## src/rtl/multdiv_pkg.sv

```systemverilog
// Shared types and constants for the iterative multiply/divide unit.
package multdiv_pkg;
   localparam int WIDTH = 32;
   localparam int ITERS = 32;
   localparam int CNT_W = 6;

   typedef enum logic [1:0] {IDLE, MULT, DIV, DONE} multdiv_state_t;
   typedef enum logic [1:0] {NOP, ADD, SUB} booth_op_t;

   // Radix-2 Booth recoding of {multiplier lsb, q-1}.
   function automatic booth_op_t booth_decode(input logic [1:0] pair);
      case (pair)
         2'b01:   return ADD;
         2'b10:   return SUB;
         default: return NOP;
      endcase
   endfunction
endpackage

```

## src/rtl/multdiv_cla.sv

```systemverilog
// 32-bit carry-lookahead adder: 4-bit lookahead groups, carries rippled between groups.
module multdiv_cla (
   input  logic [31:0] a,
   input  logic [31:0] b,
   input  logic        cin,
   output logic [31:0] sum,
   output logic        cout
);
   logic [31:0] p, g;
   logic [32:0] c;

   assign p    = a ^ b;
   assign g    = a & b;
   assign c[0] = cin;

   for (genvar gi = 0; gi < 8; gi++) begin : g_grp
      localparam int L = gi * 4;
      assign c[L+1] = g[L] | (p[L] & c[L]);
      assign c[L+2] = g[L+1] | (p[L+1] & g[L]) | (p[L+1] & p[L] & c[L]);
      assign c[L+3] = g[L+2] | (p[L+2] & g[L+1]) | (p[L+2] & p[L+1] & g[L])
                    | (p[L+2] & p[L+1] & p[L] & c[L]);
      assign c[L+4] = g[L+3] | (p[L+3] & g[L+2]) | (p[L+3] & p[L+2] & g[L+1])
                    | (p[L+3] & p[L+2] & p[L+1] & g[L])
                    | (p[L+3] & p[L+2] & p[L+1] & p[L] & c[L]);
   end

   assign sum  = p ^ c[31:0];
   assign cout = c[32];
endmodule

```

## src/rtl/multdiv_counter.sv

```systemverilog
// Iteration counter: clears on start, steps once per iteration, holds at ITERS-1.
module multdiv_counter
   import multdiv_pkg::*;
(
   input  logic clock,
   input  logic reset_n,
   input  logic clr,
   input  logic en,
   output logic term
);
   logic [CNT_W-1:0] cnt_q, cnt_d;

   assign term = (cnt_q == CNT_W'(ITERS - 1));

   always_comb begin
      cnt_d = cnt_q;
      if (clr)
         cnt_d = '0;
      else if (en && !term)
         cnt_d = cnt_q + 1'b1;
   end

   always_ff @(posedge clock or negedge reset_n) begin
      if (!reset_n) cnt_q <= '0;
      else          cnt_q <= cnt_d;
   end
endmodule

```

## src/rtl/multdiv.sv

```systemverilog
// Iterative signed 32-bit Booth multiply / non-restoring divide, one step per clock.
// Define MULTDIV_EARLY_TERM_EN to finish divide-by-zero one edge after the start.
module multdiv
   import multdiv_pkg::*;
(
   input  logic        clock,
   input  logic        reset_n,
   input  logic [31:0] data_operandA,
   input  logic [31:0] data_operandB,
   input  logic        ctrl_MULT,
   input  logic        ctrl_DIV,
   output logic [31:0] data_result,
   output logic        data_exception,
   output logic        data_resultRDY,
   output logic        busy
);
`ifdef MULTDIV_EARLY_TERM_EN
   localparam logic EARLY_TERM = 1'b1;
`else
   localparam logic EARLY_TERM = 1'b0;
`endif

   multdiv_state_t   state_q, state_d;
   logic [WIDTH-1:0] acc_q, acc_d, mq_q, mq_d, m_q, m_d, res_q, res_d;
   logic             ext_q, ext_d, fin_q, fin_d, qneg_q, qneg_d, dz_q, dz_d;
   logic             exc_q, exc_d, rdy_q, rdy_d, busy_q, busy_d;

   logic             start, invert, sum_top, add_cout, ntop;
   logic             cnt_clr, cnt_en, cnt_term;
   logic [WIDTH-1:0] add_a, add_b, add_src, add_sum, nacc;
   booth_op_t        op;

   multdiv_counter u_cnt (
      .clock(clock), .reset_n(reset_n), .clr(cnt_clr), .en(cnt_en), .term(cnt_term)
   );

   multdiv_cla u_add (
      .a(add_a), .b(add_b), .cin(invert), .sum(add_sum), .cout(add_cout)
   );

   // Adder operand steering: start-time |A|, final quotient negation, or one iteration.
   always_comb begin
      start   = ctrl_MULT | ctrl_DIV;
      op      = booth_decode({mq_q[0], ext_q});
      add_a   = acc_q;
      add_src = m_q;
      invert  = (op == SUB);
      if (start) begin
         add_a   = '0;
         add_src = data_operandA;
         invert  = 1'b1;
      end else if (state_q == DIV && fin_q) begin
         add_a   = '0;
         add_src = mq_q;
         invert  = 1'b1;
      end else if (state_q == DIV) begin
         add_a   = {acc_q[WIDTH-2:0], mq_q[WIDTH-1]};
         add_src = m_q;
         // Subtract |B| when the partial remainder is non-negative, add it otherwise.
         invert  = ~ext_q ^ m_q[WIDTH-1];
      end
      add_b = invert ? ~add_src : add_src;
   end

   // Bit 32 of the 33-bit sum, so a -2^31 operand cannot corrupt the sign.
   assign sum_top = acc_q[WIDTH-1] ^ add_b[WIDTH-1] ^ add_cout;

   always_comb begin
      state_d = state_q;
      acc_d   = acc_q;
      mq_d    = mq_q;
      m_d     = m_q;
      ext_d   = ext_q;
      fin_d   = fin_q;
      qneg_d  = qneg_q;
      dz_d    = dz_q;
      res_d   = res_q;
      exc_d   = exc_q;
      rdy_d   = 1'b0;
      busy_d  = 1'b0;
      cnt_clr = 1'b0;
      cnt_en  = 1'b0;
      nacc    = (op == NOP) ? acc_q : add_sum;
      ntop    = (op == NOP) ? acc_q[WIDTH-1] : sum_top;

      if (start) begin
         state_d = ctrl_MULT ? MULT : DIV;
         cnt_clr = 1'b1;
         busy_d  = 1'b1;
         acc_d   = '0;
         ext_d   = 1'b0;
         m_d     = ctrl_MULT ? data_operandA : data_operandB;
         mq_d    = ctrl_MULT ? data_operandB
                             : (data_operandA[WIDTH-1] ? add_sum : data_operandA);
         qneg_d  = data_operandA[WIDTH-1] ^ data_operandB[WIDTH-1];
         dz_d    = (data_operandB == '0);
         fin_d   = EARLY_TERM & ~ctrl_MULT & (data_operandB == '0);
      end else begin
         case (state_q)
            MULT, DIV: begin
               if (fin_q) begin
                  state_d = DONE;
                  rdy_d   = 1'b1;
                  if (state_q == MULT) begin
                     res_d = mq_q;
                     exc_d = (acc_q != {WIDTH{mq_q[WIDTH-1]}});
                  end else begin
                     res_d = dz_q ? '0 : (qneg_q ? add_sum : mq_q);
                     // Only 0x80000000 / -1 yields a positive quotient of 2^31.
                     exc_d = dz_q | (~qneg_q & mq_q[WIDTH-1]);
                  end
               end else begin
                  cnt_en = 1'b1;
                  fin_d  = cnt_term;
                  busy_d = 1'b1;
                  if (state_q == MULT) begin
                     acc_d = {ntop, nacc[WIDTH-1:1]};
                     mq_d  = {nacc[0], mq_q[WIDTH-1:1]};
                     ext_d = mq_q[0];
                  end else begin
                     acc_d = add_sum;
                     ext_d = sum_top;
                     mq_d  = {mq_q[WIDTH-2:0], ~sum_top};
                  end
               end
            end
            DONE:    state_d = IDLE;
            default: state_d = IDLE;
         endcase
      end
   end

   always_ff @(posedge clock or negedge reset_n) begin
      if (!reset_n) begin
         state_q <= IDLE;
         acc_q   <= '0;
         mq_q    <= '0;
         m_q     <= '0;
         ext_q   <= 1'b0;
         fin_q   <= 1'b0;
         qneg_q  <= 1'b0;
         dz_q    <= 1'b0;
         res_q   <= '0;
         exc_q   <= 1'b0;
         rdy_q   <= 1'b0;
         busy_q  <= 1'b0;
      end else begin
         state_q <= state_d;
         acc_q   <= acc_d;
         mq_q    <= mq_d;
         m_q     <= m_d;
         ext_q   <= ext_d;
         fin_q   <= fin_d;
         qneg_q  <= qneg_d;
         dz_q    <= dz_d;
         res_q   <= res_d;
         exc_q   <= exc_d;
         rdy_q   <= rdy_d;
         busy_q  <= busy_d;
      end
   end

   assign data_result    = res_q;
   assign data_exception = exc_q;
   assign data_resultRDY = rdy_q;
   assign busy           = busy_q;
endmodule

```

## config.mk

```make
export PLATFORM = sky130hd
export DESIGN_NAME = multdiv
export DESIGN_NICKNAME = d
export VERILOG_FILES = /design/src/rtl/multdiv_pkg.sv /design/src/rtl/multdiv_cla.sv /design/src/rtl/multdiv_counter.sv /design/src/rtl/multdiv.sv
export SDC_FILE = /design/constraint.sdc
export NUM_CORES = 1
export LEC_CHECK = 0
export CORE_MARGIN = 2
export CORE_UTILIZATION = 55
export DETAILED_ROUTE_END_ITERATION = 12
export PLACE_DENSITY = 0.77
export SKIP_CTS_REPAIR_TIMING = 1
export SYNTH_ARGS = -nofsm -noshare
export SYNTH_HDL_FRONTEND = slang
export SYNTH_HIERARCHICAL = 1
export SYNTH_SLANG_ARGS = --single-unit
```

## constraint.sdc

```tcl
create_clock -name clock -period 9.1 [get_ports clock]
set_clock_uncertainty 0.1 [all_clocks]
set_input_delay 1.82 -clock clock [delete_from_list [all_inputs] [get_ports clock]]
set_output_delay 1.82 -clock clock [all_outputs]
set_load 0.05 [all_outputs]
```

==> impl_metrics.py <==
metrics = {
    "final_layout": {
        "final_common_cell": "a21oi_1",
        "fill_cells": 1669,
        "final_nets": 1460,
        "layout_common_cells": "a21oi_1 (201), nor2_1 (184), dfrtp_1 (143), mux2i_1 (130), clkdlybuf4s50_1 (98)",
        "area_delta_synth_final_pct": 14.2,
        "drive_gt1_frac": 0.0581,
        "n_antenna_cell": 0,
    },
    "cts": {
        "numClockSinks": 143,
        "cts_buffers": 17,
        "cts_tree": "yes",
        "cts_root_buf": "clkbuf_16",
        "path_clk_slew_ns": 0.06,
        "clock_latency_ns": 0.43,
        "cts_max_level": 4,
        "cts_buffer_depth": 2,
    },
    "yosys": {
        "yosysTopAreaCellShare": 0.325,
        "avgSynthCellArea_um2": 8.37,
        "synthTopCellsByArea": "dfrtp_1 (32%), mux2i_1 (12%), a21oi_1 (9.1%)",
        "ys_types": 68,
        "synth_area_leader_cell": "dfrtp_1",
        "yosysSeqAreaShare": 0.325,
        "ys_seq_elements": 143,
        "yosys_most_used_dff": "dfrtp_1",
        "syn_nets": 1430,
        "netlist_area_mm2": 0.0110,
        "synth-edff-count": 0,
        "yosys_warnings": 6,
        "async_reset_ff_frac": 1.00,
        "synthesis.instances": 1317,
    },
    "grt": {
        "grt_pass1_wl_um": 51000,
        "grtUsageMet3": 0.0498,
        "antenna_found_initial": 0,
        "grt_pass1_vias": 9826,
        "grt_max_degree": 84,
        "grt_use_total": 0.293,
        "use_met1": 0.404,
        "grt_overflow": 0,
        "grt-busiest-layer": "met2",
        "use_met2": 0.469,
    },
    "sta": {
        "setup_tns_ns": 0,
        "period_minus_slack_ns": 7.14,
        "slew_viol_final": 0,
        "setup_viol_count_final": 0,
        "hold_viol": 0,
        "period_share": 0.785,
        "clock.fmax_mhz": 140,
        "slew_headroom": 0.237,
        "rsz0062_at_grt": "false",
        "fin_ws_ns": 1.96,
        "tightest_slew_ns": 1.14,
    },
    "min_path": {
        "holdCritPathClass": "reg2reg",
        "hp-start": "data_result[10]",
        "hold_path_depth": 2,
        "min_to": "data_result[10]",
    },
    "critical_path": {
        "reg2reg_to": "mq_q[29]",
        "start_kind": "input pin",
        "endpoint_kind": "flip-flop",
        "worstPathRequired_ns": 9.36,
        "crit_path_max_fanout": 43,
        "reg2reg_depth": 21,
        "worstPathArrival_ns": 7.41,
        "r2r-start": "state_q[0]",
        "critPathKind": "in2reg",
        "r2r_setup_slack_ns": 2.96,
    },
    "route": {
        "vias_per_cell": 6.32,
        "drtPass1Iterations": 6,
        "wl_per_cell_um": 19.2,
        "drc": 0,
        "drt_wl_total_um": 31200,
        "vias": 10300,
        "antenna_left": 0,
        "drtIter0Drc": 1003,
    },
    "placed_design": {
        "portBuffers": 102,
        "place_ws_ns": 1.70,
        "dp_hpwl_um": 20200,
        "gp_congestion": 0.906,
    },
    "die": {
        "initial_utilization": 0.563,
        "core_region_area_mm2": 0.0196,
        "die_y_um": 146,
        "rows": 51,
        "pin_count": 103,
        "design.die.area_mm2": 0.0212,
        "die_w_um": 146,
    },
    "power_and_ir_drop": {
        "p_per_area_mw_per_mm2": 167,
        "irDropWorstVdd_v": 0.000134,
        "power.leakage_nw": 5.36,
    },
    "flow_run": {
        "max_cap_viol_count": 0,
    },
    "status": {
        "status": "finished clean",
    },
}
where the power goes:
group,switching (mW),internal [mW]
clock network,0.287,0.403
registers,0.0659,0.687
logic,0.390,0.272
total,0.744,1.36
synth_stat cells, drive strengths merged, types with 2 or more instances:
| library cell | count |
|---|---|
| a211o | 3 |
| a211oi | 96 |
| a21o | 8 |
| a21oi | 201 |
| a22oi | 33 |
| a31oi | 9 |
| and2b | 2 |
| and3 | 3 |
| buf | 34 |
| clkbuf | 72 |
| dfrtp | 143 |
| fa | 8 |
| ha | 37 |
| inv | 18 |
| mux2i | 131 |
| nand2 | 63 |
| nand2b | 4 |
| nand3 | 13 |
| nand4 | 10 |
| nand4b | 3 |
| nor2 | 186 |
| nor2b | 31 |
| nor3 | 11 |
| nor3b | 4 |
| nor4 | 14 |
| o211ai | 4 |
| o21a | 8 |
| o21ai | 81 |
| o21bai | 2 |
| o22ai | 2 |
| o311a | 2 |
| o31ai | 2 |
| or2 | 4 |
| or3 | 2 |
| or4 | 3 |
| xnor2 | 44 |
| xor2 | 12 |
critical path: stages:
cell	delay, ns
buf_4	0.29
nor2_2	0.75
inv_2	0.54
buf_4	0.41
a21oi_1	0.22
ha_1	0.31
a21oi_1	0.26
o21ai_2	0.14
a2111oi_4	0.38
a31oi_2	0.17
o41ai_2	0.45
or3_4	0.22
nand2_1	0.07
fa_1	0.38
xor2_1	0.32
mux2i_1	0.13
a211oi_1	0.26
a21oi_1	0.06
a21oi_1	0.17
registers in the layout, indices dropped and copies added (netlist names), 2 cells and up:
| signal | flops |
|---|---|
| acc_q | 32 |
| data_result | 32 |
| m_q | 32 |
| mq_q | 32 |
| state_q | 2 |
| u_cnt/cnt_q | 6 |
routing by layer:
| layer | vias to the layer above | wire length [um] |
|---|---|---|
| li1 | 4851 | - |
| met1 | 4916 | 13900 |
| met2 | 431 | 14200 |
| met3 | 70 | 2070 |
| met4 | 0 | 975 |
| met5 | - | 0 |
cells by family (layout without fill, tap and decap cells):
group                      after synthesis  in the layout  share of synthesized area
buffers and inverters                  124            166                     0.0515
DFF                                    143            143                      0.325
xor gates and xnor gates                56             56                     0.0445
muxes                                  132            132                      0.120
AOI/OAI and AO/OA                      461            461                      0.255
adders and majority gates               45             45                     0.0565
and+or+nand+nor                        356            356                      0.147
how the worst max path moves through the flow:
stage / startpoint / end / slack, ns
2_1_floorplan: ctrl_DIV / mq_q[29] / 3.15
6_report: ctrl_DIV / mq_q[29] / 1.96
3_3_place_gp: ctrl_DIV / mq_q[29] / 1.87
4_1_cts: ctrl_DIV / mq_q[29] / 2.13
3_5_place_dp: ctrl_DIV / mq_q[29] / 1.70
5_1_grt: ctrl_DIV / mq_q[29] / 1.72
cell type report:
cell class                      count  area, um^2  share of cell area
Timing Repair Buffer              117        1120              0.0894
Sequential cell                   143        3580               0.284
Multi-Input combinational cell   1050        6920               0.549
Clock inverter                      9        83.8             0.00666
Inverter                           18        67.6             0.00537
Tap cell                          265         332              0.0263
Clock buffer                       22         484              0.0385
per-stage QoR:
step / hold WS (ns) / std cells / instance area (um^2) / power [mW] / util
floorplan: 0.380 / 1317 / 11000 / 1.23 / -
global placement: 0.406 / 1593 / 12000 / 1.40 / 0.613
detailed placement: 0.419 / 1593 / 12000 / 1.41 / 0.613
CTS: 0.432 / 1624 / 12600 / 2.10 / 0.642
global route: 0.445 / 1624 / 12600 / 2.21 / 0.642
finish: 0.426 / 1624 / 12600 / 2.11 / 0.642
(Power assumes the default switching activity.)
